--- src/rtl/pipe_ctrl_if.sv ---
// Control-unit handshake bundle: ID-stage decode inputs, datapath feedback,
// and the staged control outputs that drive the 5-stage datapath.
interface pipe_ctrl_if #(
  parameter int unsigned RW = 5
);
  logic          id_valid;
  logic [4:0]    id_opcode;
  logic [4:0]    id_aluop;
  logic [RW-1:0] id_rd;
  logic [RW-1:0] id_rs;
  logic [RW-1:0] id_rt;
  logic          ex_taken;
  logic          md_ready;

  logic          stall;
  logic          flush;
  logic [4:0]    ex_alu_opcode;
  logic          ex_aluinb;
  logic          ex_bne;
  logic          ex_blt;
  logic          ex_bex;
  logic          ex_jp;
  logic          ex_jr;
  logic          md_start;
  logic [1:0]    fwd_a;
  logic [1:0]    fwd_b;
  logic          mem_dmwe;
  logic          mem_rwd;
  logic          wb_rwe;
  logic [RW-1:0] wb_rd;
  logic [1:0]    wb_sel;

  modport master (
    output id_valid, id_opcode, id_aluop, id_rd, id_rs, id_rt, ex_taken, md_ready,
    input  stall, flush, ex_alu_opcode, ex_aluinb, ex_bne, ex_blt, ex_bex, ex_jp,
           ex_jr, md_start, fwd_a, fwd_b, mem_dmwe, mem_rwd, wb_rwe, wb_rd, wb_sel
  );

  modport slave (
    input  id_valid, id_opcode, id_aluop, id_rd, id_rs, id_rt, ex_taken, md_ready,
    output stall, flush, ex_alu_opcode, ex_aluinb, ex_bne, ex_blt, ex_bex, ex_jp,
           ex_jr, md_start, fwd_a, fwd_b, mem_dmwe, mem_rwd, wb_rwe, wb_rd, wb_sel
  );
endinterface

--- src/rtl/pipe_ctrl.sv ---
// Pipelined control unit: ID decode, ID/EX/MEM/WB control staging, hazard
// stalls, forwarding selects, branch flush and the mult/div start/ready FSM.
// Build option: define FORWARD_EN to enable MEM/WB forwarding (only load-use
// and mult/div stall); without it every RAW hazard stalls until the writer
// has left WB and the forwarding selects stay 00.
module pipe_ctrl #(
  parameter int unsigned RW         = 5,
  parameter int unsigned LINK_REG   = 31,
  parameter int unsigned STATUS_REG = 30
) (
  input logic        clock,
  input logic        reset,
  pipe_ctrl_if.slave bus
);

  localparam int unsigned OPW = 5;

  localparam logic [OPW-1:0] OP_ADD  = 5'b00000;
  localparam logic [OPW-1:0] OP_J    = 5'b00001;
  localparam logic [OPW-1:0] OP_BNE  = 5'b00010;
  localparam logic [OPW-1:0] OP_JAL  = 5'b00011;
  localparam logic [OPW-1:0] OP_JR   = 5'b00100;
  localparam logic [OPW-1:0] OP_ADDI = 5'b00101;
  localparam logic [OPW-1:0] OP_BLT  = 5'b00110;
  localparam logic [OPW-1:0] OP_SW   = 5'b00111;
  localparam logic [OPW-1:0] OP_LW   = 5'b01000;
  localparam logic [OPW-1:0] OP_SETX = 5'b10101;
  localparam logic [OPW-1:0] OP_BEX  = 5'b10110;

  localparam logic [OPW-1:0] ALU_ADD = 5'b00000;
  localparam logic [OPW-1:0] ALU_SUB = 5'b00001;
  localparam logic [OPW-1:0] ALU_MUL = 5'b00110;
  localparam logic [OPW-1:0] ALU_DIV = 5'b00111;

  typedef struct packed {
    logic [OPW-1:0] alu_op;
    logic           aluinb;
    logic           bne;
    logic           blt;
    logic           bex;
    logic           jp;
    logic           jr;
    logic           md;
    logic           dmwe;
    logic           rwd;
    logic           rwe;
    logic [1:0]     sel;
    logic [RW-1:0]  rd;
  } ctrl_t;

  typedef struct packed {
    logic          dmwe;
    logic          rwd;
    logic          rwe;
    logic [1:0]    sel;
    logic [RW-1:0] rd;
  } mem_t;

  typedef struct packed {
    logic          rwe;
    logic [1:0]    sel;
    logic [RW-1:0] rd;
  } wb_t;

  typedef enum logic {S_IDLE, S_WAIT} md_state_t;

  // True when a stage with a live register write targets a nonzero source.
  function automatic logic hit(input logic [RW-1:0] src, input logic v,
                               input logic rwe, input logic [RW-1:0] dst);
    return v && rwe && (src != '0) && (src == dst);
  endfunction

  ctrl_t         id_c;
  logic          id_ok;
  logic [RW-1:0] id_src_a;
  logic [RW-1:0] id_src_b;

  logic          ex_v;
  ctrl_t         ex_c;
  logic          mem_v;
  mem_t          mem_c;
  logic          wb_v;
  wb_t           wb_c;
  md_state_t     state;
  md_state_t     state_nx;

  logic          raw_c;
  logic          flush_c;
  logic          md_busy_c;
  logic          ex_load_c;

`ifdef FORWARD_EN
  logic [RW-1:0] ex_src_a;
  logic [RW-1:0] ex_src_b;
`endif

  // ID decode: control word, source registers and destination.
  always_comb begin
    id_c     = '0;
    id_ok    = 1'b0;
    id_src_a = '0;
    id_src_b = '0;
    if (bus.id_valid) begin
      id_ok = 1'b1;
      case (bus.id_opcode)
        OP_ADD: begin
          id_c.alu_op = bus.id_aluop;
          id_c.md     = (bus.id_aluop == ALU_MUL) || (bus.id_aluop == ALU_DIV);
          id_c.rwe    = 1'b1;
          id_c.rd     = bus.id_rd;
          id_src_a    = bus.id_rs;
          id_src_b    = bus.id_rt;
        end
        OP_J:    id_c.jp = 1'b1;
        OP_BNE: begin
          id_c.bne    = 1'b1;
          id_c.alu_op = ALU_SUB;
          id_src_a    = bus.id_rd;
          id_src_b    = bus.id_rs;
        end
        OP_JAL: begin
          id_c.jp  = 1'b1;
          id_c.rwe = 1'b1;
          id_c.rd  = RW'(LINK_REG);
          id_c.sel = 2'b10;
        end
        OP_JR: begin
          id_c.jr  = 1'b1;
          id_src_a = bus.id_rd;
        end
        OP_ADDI: begin
          id_c.alu_op = ALU_ADD;
          id_c.aluinb = 1'b1;
          id_c.rwe    = 1'b1;
          id_c.rd     = bus.id_rd;
          id_src_a    = bus.id_rs;
        end
        OP_BLT: begin
          id_c.blt    = 1'b1;
          id_c.alu_op = ALU_SUB;
          id_src_a    = bus.id_rd;
          id_src_b    = bus.id_rs;
        end
        OP_SW: begin
          id_c.alu_op = ALU_ADD;
          id_c.aluinb = 1'b1;
          id_c.dmwe   = 1'b1;
          id_src_a    = bus.id_rs;
          id_src_b    = bus.id_rd;
        end
        OP_LW: begin
          id_c.alu_op = ALU_ADD;
          id_c.aluinb = 1'b1;
          id_c.rwd    = 1'b1;
          id_c.rwe    = 1'b1;
          id_c.rd     = bus.id_rd;
          id_c.sel    = 2'b01;
          id_src_a    = bus.id_rs;
        end
        OP_SETX: begin
          id_c.rwe = 1'b1;
          id_c.rd  = RW'(STATUS_REG);
          id_c.sel = 2'b11;
        end
        OP_BEX: begin
          id_c.bex    = 1'b1;
          id_c.alu_op = ALU_SUB;
          id_src_a    = RW'(STATUS_REG);
        end
        default: id_ok = 1'b0;
      endcase
      if (id_c.rd == '0) id_c.rwe = 1'b0;
    end
  end

  // Hazard, flush and mult/div hold decisions for the current cycle.
  always_comb begin
`ifdef FORWARD_EN
    raw_c = ex_v && ex_c.rwd &&
            (hit(id_src_a, ex_v, ex_c.rwe, ex_c.rd) ||
             hit(id_src_b, ex_v, ex_c.rwe, ex_c.rd));
`else
    raw_c = hit(id_src_a, ex_v,  ex_c.rwe,  ex_c.rd)  ||
            hit(id_src_b, ex_v,  ex_c.rwe,  ex_c.rd)  ||
            hit(id_src_a, mem_v, mem_c.rwe, mem_c.rd) ||
            hit(id_src_b, mem_v, mem_c.rwe, mem_c.rd) ||
            hit(id_src_a, wb_v,  wb_c.rwe,  wb_c.rd)  ||
            hit(id_src_b, wb_v,  wb_c.rwe,  wb_c.rd);
`endif
    flush_c   = ex_v && bus.ex_taken &&
                (ex_c.bne || ex_c.blt || ex_c.bex || ex_c.jp || ex_c.jr);
    md_busy_c = ex_v && ex_c.md && !((state == S_WAIT) && bus.md_ready);
    ex_load_c = id_ok && !flush_c && !raw_c;
  end

  // Mult/div FSM next state: start leaves IDLE, ready in WAIT returns.
  always_comb begin
    state_nx = state;
    case (state)
      S_IDLE:  if (ex_v && ex_c.md) state_nx = S_WAIT;
      S_WAIT:  if (bus.md_ready)    state_nx = S_IDLE;
      default: state_nx = S_IDLE;
    endcase
  end

  // Stage registers and FSM state; EX holds and MEM takes a bubble while md busy.
  always_ff @(posedge clock or negedge reset) begin
    if (!reset) begin
      state    <= S_IDLE;
      ex_v     <= 1'b0;
      ex_c     <= '0;
      mem_v    <= 1'b0;
      mem_c    <= '0;
      wb_v     <= 1'b0;
      wb_c     <= '0;
`ifdef FORWARD_EN
      ex_src_a <= '0;
      ex_src_b <= '0;
`endif
    end else begin
      state <= state_nx;
      if (md_busy_c) begin
        mem_v <= 1'b0;
        mem_c <= '0;
      end else begin
        ex_v     <= ex_load_c;
        ex_c     <= ex_load_c ? id_c : '0;
`ifdef FORWARD_EN
        ex_src_a <= ex_load_c ? id_src_a : '0;
        ex_src_b <= ex_load_c ? id_src_b : '0;
`endif
        mem_v    <= ex_v;
        mem_c    <= '{dmwe: ex_c.dmwe, rwd: ex_c.rwd, rwe: ex_c.rwe,
                      sel: ex_c.sel, rd: ex_c.rd};
      end
      wb_v <= mem_v;
      wb_c <= '{rwe: mem_c.rwe, sel: mem_c.sel, rd: mem_c.rd};
    end
  end

  // Forwarding selects for the EX operands; MEM has priority over WB.
`ifdef FORWARD_EN
  assign bus.fwd_a = hit(ex_src_a, mem_v, mem_c.rwe, mem_c.rd) ? 2'b01 :
                     hit(ex_src_a, wb_v,  wb_c.rwe,  wb_c.rd)  ? 2'b10 : 2'b00;
  assign bus.fwd_b = hit(ex_src_b, mem_v, mem_c.rwe, mem_c.rd) ? 2'b01 :
                     hit(ex_src_b, wb_v,  wb_c.rwe,  wb_c.rd)  ? 2'b10 : 2'b00;
`else
  assign bus.fwd_a = 2'b00;
  assign bus.fwd_b = 2'b00;
`endif

  // Staged control outputs; flush takes priority over any stall.
  assign bus.stall         = !flush_c && (raw_c || md_busy_c);
  assign bus.flush         = flush_c;
  assign bus.md_start      = (state == S_IDLE) && ex_v && ex_c.md;
  assign bus.ex_alu_opcode = ex_c.alu_op;
  assign bus.ex_aluinb     = ex_c.aluinb;
  assign bus.ex_bne        = ex_c.bne;
  assign bus.ex_blt        = ex_c.blt;
  assign bus.ex_bex        = ex_c.bex;
  assign bus.ex_jp         = ex_c.jp;
  assign bus.ex_jr         = ex_c.jr;
  assign bus.mem_dmwe      = mem_c.dmwe;
  assign bus.mem_rwd       = mem_c.rwd;
  assign bus.wb_rwe        = wb_c.rwe;
  assign bus.wb_rd         = wb_c.rd;
  assign bus.wb_sel        = wb_c.sel;

endmodule

--- src/flat_wrapper.sv ---
// flat-port wrapper written by rule: the top's interface ports become plain ports
module pipe_ctrl_flat 
#(
  parameter int unsigned RW         = 5,
  parameter int unsigned LINK_REG   = 31,
  parameter int unsigned STATUS_REG = 30
)
  (clock, reset, bus_id_valid, bus_id_opcode, bus_id_aluop, bus_id_rd, bus_id_rs, bus_id_rt, bus_ex_taken, bus_md_ready, bus_stall, bus_flush, bus_ex_alu_opcode, bus_ex_aluinb, bus_ex_bne, bus_ex_blt, bus_ex_bex, bus_ex_jp, bus_ex_jr, bus_md_start, bus_fwd_a, bus_fwd_b, bus_mem_dmwe, bus_mem_rwd, bus_wb_rwe, bus_wb_rd, bus_wb_sel);
  pipe_ctrl_if #(.RW(RW)) bus_i ();
  input logic clock;
  input logic reset;
  input wire logic [$bits(bus_i.id_valid)-1:0] bus_id_valid;
  input wire logic [$bits(bus_i.id_opcode)-1:0] bus_id_opcode;
  input wire logic [$bits(bus_i.id_aluop)-1:0] bus_id_aluop;
  input wire logic [$bits(bus_i.id_rd)-1:0] bus_id_rd;
  input wire logic [$bits(bus_i.id_rs)-1:0] bus_id_rs;
  input wire logic [$bits(bus_i.id_rt)-1:0] bus_id_rt;
  input wire logic [$bits(bus_i.ex_taken)-1:0] bus_ex_taken;
  input wire logic [$bits(bus_i.md_ready)-1:0] bus_md_ready;
  output wire logic [$bits(bus_i.stall)-1:0] bus_stall;
  output wire logic [$bits(bus_i.flush)-1:0] bus_flush;
  output wire logic [$bits(bus_i.ex_alu_opcode)-1:0] bus_ex_alu_opcode;
  output wire logic [$bits(bus_i.ex_aluinb)-1:0] bus_ex_aluinb;
  output wire logic [$bits(bus_i.ex_bne)-1:0] bus_ex_bne;
  output wire logic [$bits(bus_i.ex_blt)-1:0] bus_ex_blt;
  output wire logic [$bits(bus_i.ex_bex)-1:0] bus_ex_bex;
  output wire logic [$bits(bus_i.ex_jp)-1:0] bus_ex_jp;
  output wire logic [$bits(bus_i.ex_jr)-1:0] bus_ex_jr;
  output wire logic [$bits(bus_i.md_start)-1:0] bus_md_start;
  output wire logic [$bits(bus_i.fwd_a)-1:0] bus_fwd_a;
  output wire logic [$bits(bus_i.fwd_b)-1:0] bus_fwd_b;
  output wire logic [$bits(bus_i.mem_dmwe)-1:0] bus_mem_dmwe;
  output wire logic [$bits(bus_i.mem_rwd)-1:0] bus_mem_rwd;
  output wire logic [$bits(bus_i.wb_rwe)-1:0] bus_wb_rwe;
  output wire logic [$bits(bus_i.wb_rd)-1:0] bus_wb_rd;
  output wire logic [$bits(bus_i.wb_sel)-1:0] bus_wb_sel;
  assign bus_i.id_valid = bus_id_valid;
  assign bus_i.id_opcode = bus_id_opcode;
  assign bus_i.id_aluop = bus_id_aluop;
  assign bus_i.id_rd = bus_id_rd;
  assign bus_i.id_rs = bus_id_rs;
  assign bus_i.id_rt = bus_id_rt;
  assign bus_i.ex_taken = bus_ex_taken;
  assign bus_i.md_ready = bus_md_ready;
  assign bus_stall = bus_i.stall;
  assign bus_flush = bus_i.flush;
  assign bus_ex_alu_opcode = bus_i.ex_alu_opcode;
  assign bus_ex_aluinb = bus_i.ex_aluinb;
  assign bus_ex_bne = bus_i.ex_bne;
  assign bus_ex_blt = bus_i.ex_blt;
  assign bus_ex_bex = bus_i.ex_bex;
  assign bus_ex_jp = bus_i.ex_jp;
  assign bus_ex_jr = bus_i.ex_jr;
  assign bus_md_start = bus_i.md_start;
  assign bus_fwd_a = bus_i.fwd_a;
  assign bus_fwd_b = bus_i.fwd_b;
  assign bus_mem_dmwe = bus_i.mem_dmwe;
  assign bus_mem_rwd = bus_i.mem_rwd;
  assign bus_wb_rwe = bus_i.wb_rwe;
  assign bus_wb_rd = bus_i.wb_rd;
  assign bus_wb_sel = bus_i.wb_sel;
  pipe_ctrl #(.RW(RW), .LINK_REG(LINK_REG), .STATUS_REG(STATUS_REG)) u_core (.clock(clock), .reset(reset), .bus(bus_i));
endmodule
--- config.mk ---
export PLATFORM = sky130hd
export DESIGN_NAME = pipe_ctrl_flat
export DESIGN_NICKNAME = d
export VERILOG_FILES = /design/src/rtl/pipe_ctrl_if.sv /design/src/rtl/pipe_ctrl.sv /design/src/flat_wrapper.sv
export SDC_FILE = /design/constraint.sdc
export NUM_CORES = 1
export LEC_CHECK = 0
export CAP_MARGIN = 20
export CORE_MARGIN = 5
export CORE_UTILIZATION = 45
export DETAILED_ROUTE_END_ITERATION = 7
export PLACE_DENSITY = 0.72
export SLEW_MARGIN = 20
export SYNTH_ARGS = -nofsm -noshare
export SYNTH_HDL_FRONTEND = slang
export SYNTH_SLANG_ARGS = --single-unit
export TNS_END_PERCENT = 50
--- constraint.sdc ---
create_clock -name clock -period 5.87 [get_ports clock]
set_input_delay 1.761 -clock clock [delete_from_list [all_inputs] [get_ports clock]]
set_output_delay 1.761 -clock clock [all_outputs]
set_load 0.02 [all_outputs]
Word-level counts from Yosys, hierarchy flattened
Index checks and enable logic that the tools add are counted.

$add $sub $neg: 0. Multipliers: 0. Div/mod/pow operators: 0. Magnitude comparators: 0. Eq/ne operators: 18. Shift operators: 0. Muxes and demuxes: 28. Bitwise operators: 1. Reductions and logical operators: 52.

Operators by type and width (number): case mux 5 bit (3 select lines) (3); 2-to-1 mux 22 bit (2); == test 5 x 3 -> 1 bit, second input constant (6); == test 5 bit (6); logical AND 1 bit (25); 2-to-1 mux 1 bit (16); 2-to-1 mux 5 bit (3); OR reduction 3 bit (4); logical OR 1 bit (11); OR reduction 11 bit (1); == test 5 x 2 -> 1 bit, second input constant (2); == test 5 bit, second input constant (2); zero test 5 bit (2); 2-to-1 mux 10 bit (1); case mux 5 bit (2 select lines) (1); nonzero test 5 bit (2); case mux 2 bit (3 select lines) (1); == test 5 x 1 -> 1 bit, second input constant (1); == test 5 x 4 -> 1 bit, second input constant (1); OR reduction 5 bit (1); OR reduction 2 bit (2); OR reduction 4 bit (1); zero test 1 bit (3); case mux 1 bit (2 select lines) (1); inverter 1 bit (1).

Register bits: 44. Latch bits: 0. Memory bits (writable): 0. ROM bits: 0. Input bits: 30. Output and inout port bits: 28. Word-level logic and storage cells: 124. Memories kept: 0.

Longest topological paths before layout
Gate-level depths: netlist (run 1).

Depth after elaboration: 15. Depth in mapped cells: 12. Gate-level depth less buffers: 9.

Worst setup path before layout (run 1)
No wires, ideal clock.

Path type: input to output. Start point: input port bus_id_opcode[2]. End point: output port bus_stall. Data arrival time: 4.078 ns. Slack: 0.031 ns. Stages: 9. Path buffers: 1. Cell sequence: buf_6 > or3_1 > a21oi_1 > o2bb2ai_1 > nand2_2 > xnor2_1 > or4_4 > o311a_1 > a21oi_1.

Cells in the longest elaborated chain, start to end: 14. Elaborated cells on any way between the ends: 42. Classes of those cells: eq/ne (13); mux (4); reduce/logical (25).

RTL lines: start: declaration (RTL line flat_wrapper.sv:13) `input wire logic [$bits(bus_i.id_opcode)-1:0] bus_id_opcode;`; == test 5 x 3 -> 1 bit (tied with other cells) (RTL line pipe_ctrl.sv:105) `case (bus.id_opcode)`; OR reduction 4 bit (no line) (tied with other cells); case mux 5 bit (3 select lines) (RTL line pipe_ctrl.sv:105); 2-to-1 mux 5 bit (RTL line pipe_ctrl.sv:103) `if (bus.id_valid) begin`; nonzero test 5 bit (RTL line pipe_ctrl.sv:70) `return v && rwe && (src != '0) && (src == dst);`; logical AND 1 bit (2 in series) (RTL line pipe_ctrl.sv:70); logical OR 1 bit (RTL line pipe_ctrl.sv:183) `raw_c = hit(id_src_a, ex_v, ex_c.rwe, ex_c.rd) ||`; logical OR 1 bit (RTL line pipe_ctrl.sv:184) `hit(id_src_b, ex_v, ex_c.rwe, ex_c.rd) ||`; logical OR 1 bit (RTL line pipe_ctrl.sv:185) `hit(id_src_a, mem_v, mem_c.rwe, mem_c.rd) ||`; logical OR 1 bit (RTL line pipe_ctrl.sv:186) `hit(id_src_b, mem_v, mem_c.rwe, mem_c.rd) ||`; logical OR 1 bit * (RTL line pipe_ctrl.sv:187) `hit(id_src_a, wb_v, wb_c.rwe, wb_c.rd) ||`; logical OR 1 bit * (RTL line pipe_ctrl.sv:253) `assign bus.stall = !flush_c && (raw_c || md_busy_c);`; logical AND 1 bit * (RTL line pipe_ctrl.sv:253); end: declaration (RTL line flat_wrapper.sv:20) `output wire logic [$bits(bus_i.stall)-1:0] bus_stall;`.

Every way passes the cells marked *; elsewhere a longest branch is shown, timed or not.

Worst setup path after layout (run 1)
Start point: input port bus_id_opcode[0]. End point: output port bus_stall.

The elaborated chain is that of the path after synthesis.

==> impl_results.md, run 1 <==
* DIE HEIGHT at 88.5 µm
* Post-synth EDFFs at 0
* Num rows at 28
* Critical path capture point type: output port
* P&R area growth vs syn at 54.8%
* CTS Buf Count at 5
* Fillers at 462
* Avg WL per Cell at 18.6 µm
* Slew @ Worst Pin at 0.701 ns
* Total core area at 5960 µm²
* TritonCTS clock tree: yes
* Failing checks: setup timing
* Post-CTS Hold Buffers at 0
* RSZ-0062 raised after global routing: yes
* First-pass GRT wire length at 14,700 µm
* Width of the die at 88.5 µm
* Max-slew violation count at 0
* Flop pwr share at 46.9%
* Max clock buf depth at 2
* Reg2Reg Setup Slack at 3.23 ns
* H-tree depth at 2
* Post-Syn Area per Cell at 9.06 µm²
* Port Buffers at 53
* Leak at 1.91 nW
* Antenna fix cells at 0
* Max-Cap Viols at 0
* GRT Total Usage at 24.7%
* Initial core utilization at 46.6%
* Hpwl dp at 6850 µm
* DP Area at 3780 µm²
* Largest net degree at the start of global routing at 45
* Place WS at -1.09 ns
* CTS sink count at 44
* RePlAce Congestion at 0.976
* FFs w/ async S/R, synth at 100%
* Int Power at 484 µW
* Switching share of total power at 27.3%
* Vias at 2,898
* Max incr delay on CP at 0.51 ns
* Combinational share of power at 24.0%
* Synthesized flop and latch total at 44
* Drt pass-1 iters at 4
* ANT nets after route at 0
* IO Pins at 58
* GR Overflow Total at 0
* Worst Path Arrival at 4.17 ns
* Final setup fails at 1
* Synth Instances at 306
* Cell mode on critical path: buf_6
* WS Path Type: input pin to output port
* Vias in the first global route at 2,965
* Clk slew on worst S/H paths at 0.07 ns
* Total routed wirelength at 9370 µm
* Critical-path top delay cell: or4_4
* Run status: finished with violations
* Initial antenna violation count at 0
* Net Sw Power at 181 µW
* Minimum clock period after layout at 5.93 ns
* Startpoint class of the critical path: input pin
* Slew Limit Headroom at 52.6%
* Synth warn at 0
* Nets at 459
* Number of distinct standard cells referenced by the synthesized netlist at 63
* Initial DRC Count at 151
* Maximum vdd drop at 0.000165 V
* Hold Violations, Final at 0
* Final WS setup at -0.0568 ns
* Skew final at 0.00891 ns
* Worst Path Required at 4.11 ns
* CTS Root Cell: clkbuf_8
* Top FF cell, synth: dfrtp_1
* Share of cells above drive strength 1 at 33.7%
* Final instance area at 4290 µm²
* DR vias/cell at 5.74
* Max Fclk at 0.169 GHz
* Die ar. at 7830 µm²
* Mapped Area at 2770 µm²
* Worst hold path class: flip-flop to flip-flop
* Clock Power Share at 29.1%
* Post-synthesis sequential area ratio at 39.7%
* Cell Pwr Density at 155 nW/µm²
* Worst-path fanout max at 6
* Latest clock arrival within the worst-skew pair at 0.30 ns
* Residual DRC at 0
* Worst path cell trace: buf_8, buf_6, buf_6, nor4bb_1, a211o_1, and2_4, nand2_4, xnor2_2, or4_4, o311a_1, a21oi_2, buf_6
* Period utilisation layout at 101%
routing by layer:
metal  global-route usage (%)  wire length, µm  vias up
met2                     40.8             4650      100
met4                     11.5              280        0
met5                        0                0        -
li1                         -                -     1363
met1                     30.2             3860     1414
met3                     6.33              574       21
kinds of logic (layout without fill, tap and decap cells):
logic type             count (synthesis)  after routing  synth area share [%]
buffers and inverters                 32            153                  7.08
other                                  1              4                 0.135
flip-flops                            44             44                  39.7
XOR/XNOR                              13             13                  4.11
AO/OA/AOI/OAI                         98             98                  25.1
AND/OR/NAND/NOR                      115            115                  22.8
multiplexers                           3              3                  1.08
cell type report:
cell class / instances / area (µm²) / area share, %
multi-input combinational: 233 / 1780 / 41.5
timing repair buffer: 137 / 1200 / 27.9
sequential: 44 / 1100 / 25.6
tap: 75 / 93.8 / 2.19
clock buffer: 8 / 90.1 / 2.10
inverter: 8 / 30.0 / 0.700
critical path: cells and delay by family:
family	cells	cell delay, ns
buffers and inverters	4	0.48
AOI/OAI and AO/OA	3	0.69
xor gates and xnor gates	1	0.13
and+or+nand+nor	4	1.10
synth_stat cells (2+ instances only):
library cell,number,area [µm²]
dfrtp_1,44,1100
a21oi_1,26,130
nand2_1,24,90.1
o21ai_0,20,100
nor2_1,17,63.8
and2_1,15,93.8
nand3_1,12,60.1
buf_4,11,82.6
xnor2_1,9,78.8
inv_1,8,30.0
a32o_1,7,70.1
nor4_1,7,43.8
nor2b_1,6,37.5
clkbuf_1,5,18.8
nand2b_1,5,31.3
a2bb2oi_1,4,35.0
buf_2,4,20.0
buf_6,4,45.0
nor3_1,4,20.0
o22ai_1,4,25.0
or3_1,4,25.0
xor2_1,4,35.0
a22o_1,3,26.3
and3_1,3,18.8
mux2i_1,3,30.0
nand3b_1,3,22.5
o311a_1,3,30.0
o31ai_1,3,22.5
a22oi_1,2,15.0
a31oi_1,2,12.5
a41oi_1,2,17.5
nand4_1,2,12.5
nor3b_1,2,15.0
o211a_1,2,20.0
o211ai_1,2,15.0
o211ai_2,2,25.0
o2bb2ai_1,2,17.5
power by group through the flow:
stage | Clock (mW) | Sequential (mW) | Combinational (mW)
global placement | 0 | 0.318 | 0.129
global route | 0.211 | 0.313 | 0.171
detailed placement | 0 | 0.318 | 0.131
floorplan | 0 | 0.318 | 0.0594
CTS | 0.197 | 0.312 | 0.147
finish | 0.194 | 0.312 | 0.160
cells in the final DEF (no fill, tap or decap), types with 4 or more instances in the layout:
cell type / count
a21oi_1: 19
a21oi_2: 5
a32o_1: 7
and2_1: 13
buf_2: 4
buf_4: 75
buf_6: 10
clkbuf_8: 6
clkdlybuf4s50_1: 42
conb_1: 4
dfrtp_1: 44
inv_1: 8
nand2_1: 23
nand3_1: 10
nor2_1: 14
nor2b_1: 5
o21ai_0: 18
o22ai_1: 4
xnor2_1: 8
per-stage QoR:
stage | hold slack [ns] | util [%] | setup TNS [ns] | instances | power (mW)
finish | 0.353 | 72.1 | -0.0568 | 505 | 0.666
global route | 0.367 | 72.1 | -0.149 | 505 | 0.695
CTS | 0.354 | 69.4 | 0 | 500 | 0.656
detailed placement | 0.337 | 63.6 | -1.09 | 486 | 0.449
global placement | 0.334 | 63.6 | -1.08 | 486 | 0.447
floorplan | 0.331 | - | 0 | 309 | 0.377
repair_timing:
action / in CTS / in global routing
setup endpoints to repair: 1 / 1
pin swaps: 26 / 22
buffers inserted: 6 / 4
resized for setup: 71 / 27
worst paths after layout:
| kind | cells after the start | startpoint | end |
|---|---|---|---|
| max | 12 | bus_id_opcode[0] | bus_stall |
| min | 0 | u_core.mem_c[6] | u_core.bus.wb_sel[1] |
| max reg2reg | 6 | u_core.bus.ex_blt | u_core.ex_c[5] |
| min reg2reg | 0 | u_core.mem_c[6] | u_core.bus.wb_sel[1] |
| max in group asynchronous | 2 | reset | u_core.ex_c[2] |
| min in group asynchronous | 1 | reset | u_core.mem_c[4] |
registers in the layout (all words and copies together) (netlist names):
name and count:
u_core.bus.ex_jp 1, u_core.wb_v 1, u_core.bus.mem_rwd 1, u_core.bus.wb_rwe 1, u_core.mem_v 1, u_core.bus.ex_bne 1
u_core.bus.wb_sel 2, u_core.bus.mem_dmwe 1, u_core.bus.ex_blt 1, u_core.state 1, u_core.ex_v 1, u_core.ex_c 11
u_core.bus.ex_jr 1, u_core.mem_c 8, u_core.bus.ex_alu_opcode 5, u_core.bus.wb_rd 5, u_core.bus.ex_bex 1, u_core.bus.ex_aluinb 1
Power figures use the tool's default switching activity.
==> inputs of run 2 (changes only) <==
Settings changed: REMOVE_ABC_BUFFERS from default to 1.
==> run 2 against run 1 <==
  * The run still ends with setup timing left
  * Utilization fell by 2.1 points
  * Final area fell by 2.9%
  * Wire length fell by 1.3%
  * Register-to-register slack got worse by 0.11 ns
  * Worst setup slack improved by 0.042 ns
  * Sequential share of layout area rose by 0.78 points
  * Clock skew rose by 0.0024 ns
  * Clock power fell by 7%
  * Critical path type unchanged
  * Largest power group unchanged
  * Highest routed layer unchanged
==> impl_results.md, run 2 (same netlist as run 1, synthesis figures left out) <==
* Run status: finished with violations
* Failing checks: setup timing
* Worst Path Required at 4.11 ns (about the same)
* Leak at 1.86 nW (-2.7%)
* Slew Limit Headroom at 53.0% (+0.38 points)
* Max-slew violation count at 0 (unchanged)
* Hold Violations, Final at 0 (unchanged)
* Period utilisation layout at 100% (-0.72 points)
* Maximum vdd drop at 0.000145 V (-12%)
* First-pass GRT wire length at 14,700 µm (about the same)
* Critical path capture point type: output port
* Max Fclk at 0.170 GHz (+0.71%)
* Setup TNS at -0.0148 ns (+0.0420 ns)
* H-tree depth at 2 (unchanged)
* Most frequent cells in the layout: 86 x buf_4, 45 x clkdlybuf4s50_1, 44 x dfrtp_1
* Minimum clock period after layout at 5.88 ns (-0.0420 ns)
* Die ar. at 7830 µm² (unchanged)
* Initial DRC Count at 230 (+52%)
* Max incr delay on CP at 0.54 ns (+0.03 ns)
* Startpoint class of the critical path: input pin
* DR vias/cell at 5.72 (-0.32%)
* Worst Path Arrival at 4.12 ns (-0.05 ns)
* Largest Register: u_core.ex_c
* Largest net degree at the start of global routing at 45 (unchanged)
* Port Buffers at 53 (unchanged)
* Post-CTS Hold Buffers at 0 (unchanged)
* Width of the die at 88.5 µm (unchanged)
* Nets at 463 (+0.87%)
* TritonCTS clock tree: yes
* P&R area growth vs syn at 50.3%
* Final WS setup at -0.0148 ns (+0.0420 ns)
* Num rows at 28 (unchanged)
* Residual DRC at 0 (unchanged)
* Cell Pwr Density at 155 nW/µm² (+0.14%)
* Biggest regs: u_core.ex_c: 11 flops, u_core.mem_c: 8 flops
* RSZ-0062 raised after global routing: yes
* Final setup fails at 1 (unchanged)
* Util after Layout at 70.0% (-2.1 points)
* Worst path cell trace: buf_8, or3_4, a21oi_4, buf_6, a2bb2oi_4, nand2b_4, xnor2_2, or4_4, o311a_1, a21oi_2, buf_4
* ANT nets after route at 0 (unchanged)
* WS Path Type: input pin to output port
* Largest register FFs at 11 (unchanged)
* Clk slew on worst S/H paths at 0.07 ns (about the same)
* Skew final at 0.0113 ns (+0.00240 ns)
* IO Pins at 58 (unchanged)
* GR Overflow Total at 0 (unchanged)
* Avg WL per Cell at 18.2 µm (-1.9%)
* DIE HEIGHT at 88.5 µm (unchanged)
* Drt pass-1 iters at 5 (+1)
* Leading cell type in the layout, fill and taps excluded: buf_4
* GRT Total Usage at 24.6% (-0.11 points)
* Max clock buf depth at 2 (unchanged)
* CTS Buf Count at 5 (unchanged)
* Vias in the first global route at 2,942 (-0.78%)
* Slew @ Worst Pin at 0.695 ns (-0.00568 ns)
* Vias at 2,906 (+0.28%)
* Worst-path fanout max at 4 (-2)
* Final Power at 647 µW (-2.8%)
* CTS sink count at 44 (unchanged)
* Total core area at 5960 µm² (unchanged)
* Latest clock arrival within the worst-skew pair at 0.30 ns (about the same)
* Total routed wirelength at 9250 µm (-1.3%)
* Hpwl dp at 6760 µm (-1.3%)
* Initial core utilization at 46.6% (unchanged)
* Critical-path top delay cell: or4_4
* Worst hold path class: flip-flop to flip-flop
* CTS Root Cell: clkbuf_8
* Share of cells above drive strength 1 at 30.9% (-2.8 points)
* Antenna fix cells at 0 (unchanged)
* Initial antenna violation count at 0 (unchanged)
* RePlAce Congestion at 0.972 (-0.45%)
* Max-Cap Viols at 0 (unchanged)
-- run 2: changes by cell type in the layout (fill, tap and decap cells not counted), sizes merged --
cell           delta
buf               +3
clkdlybuf4s50     +3
dlygate4sd2       -2
clkbuf            -1
dlymetal6s2s      -1
clkinv            +1
-- run 2: report_power, final --
part           switching [mW]  internal (mW)
logic                  0.0743         0.0794
registers             0.00511          0.307
clock network           0.100         0.0810
total                   0.179          0.468
-- run 2: stage by stage --
stage | setup slack, ns | cells | hold slack, ns | cell area [µm²]
2_1_floorplan | 0.0376 | 285 | 0.331 | 2620
3_3_place_gp | -0.954 | 489 | 0.332 | 3810
3_5_place_dp | -0.963 | 489 | 0.337 | 3810
4_1_cts | 0.00414 | 506 | 0.353 | 4060
5_1_grt | -0.0532 | 508 | 0.363 | 4170
6_report | -0.0148 | 508 | 0.350 | 4170
-- run 2: worst max-delay path, delay by kind of cell --
family                 cells  cell delay [ns]
AO/OA/AOI/OAI              4             0.72
XOR/XNOR                   1             0.13
buffers and inverters      3             0.41
AND/OR/NAND/NOR            3             1.10
-- run 2: path summary, 6_finish.rpt --
path	end	slack [ns]	startpoint	depth (start not counted)
worst max-delay path	bus_stall	-0.01	bus_id_opcode[1]	11
worst min-delay path	u_core.bus.wb_sel[1]	0.35	u_core.mem_c[6]	0
worst max register to register	u_core.bus.ex_blt	3.12	u_core.bus.ex_blt	6
worst min register to register	u_core.bus.wb_sel[1]	0.35	u_core.mem_c[6]	0
max in group asynchronous	u_core.ex_c[5]	4.03	reset	1
min in group asynchronous	u_core.bus.wb_rwe	1.45	reset	1
-- run 2: area by class of cell --
type	count	area (µm²)
Clock buffer	6	72.6
Tap cell	75	93.8
Sequential cell	44	1100
Inverter	8	30.0
Timing Repair Buffer	141	1200
Fill cell	466	1790
Clock inverter	1	5.00
Multi-Input combinational cell	233	1670
-- run 2: layer usage --
layer | wire length [µm] | track usage (%) | vias up
li1 | - | - | 1373
met1 | 3840 | 31.9 | 1399
met2 | 4730 | 42.8 | 116
met3 | 502 | 3.54 | 18
met4 | 173 | 6.73 | 0
met5 | 0 | 0 | -
-- run 2: timing repair --
item                                    CTS  global route
gates resized for setup                  52            21
setup buffers                             9             2
pin swaps                                13            14
endpoints found under the setup margin    1             1
gates cloned                              1             0
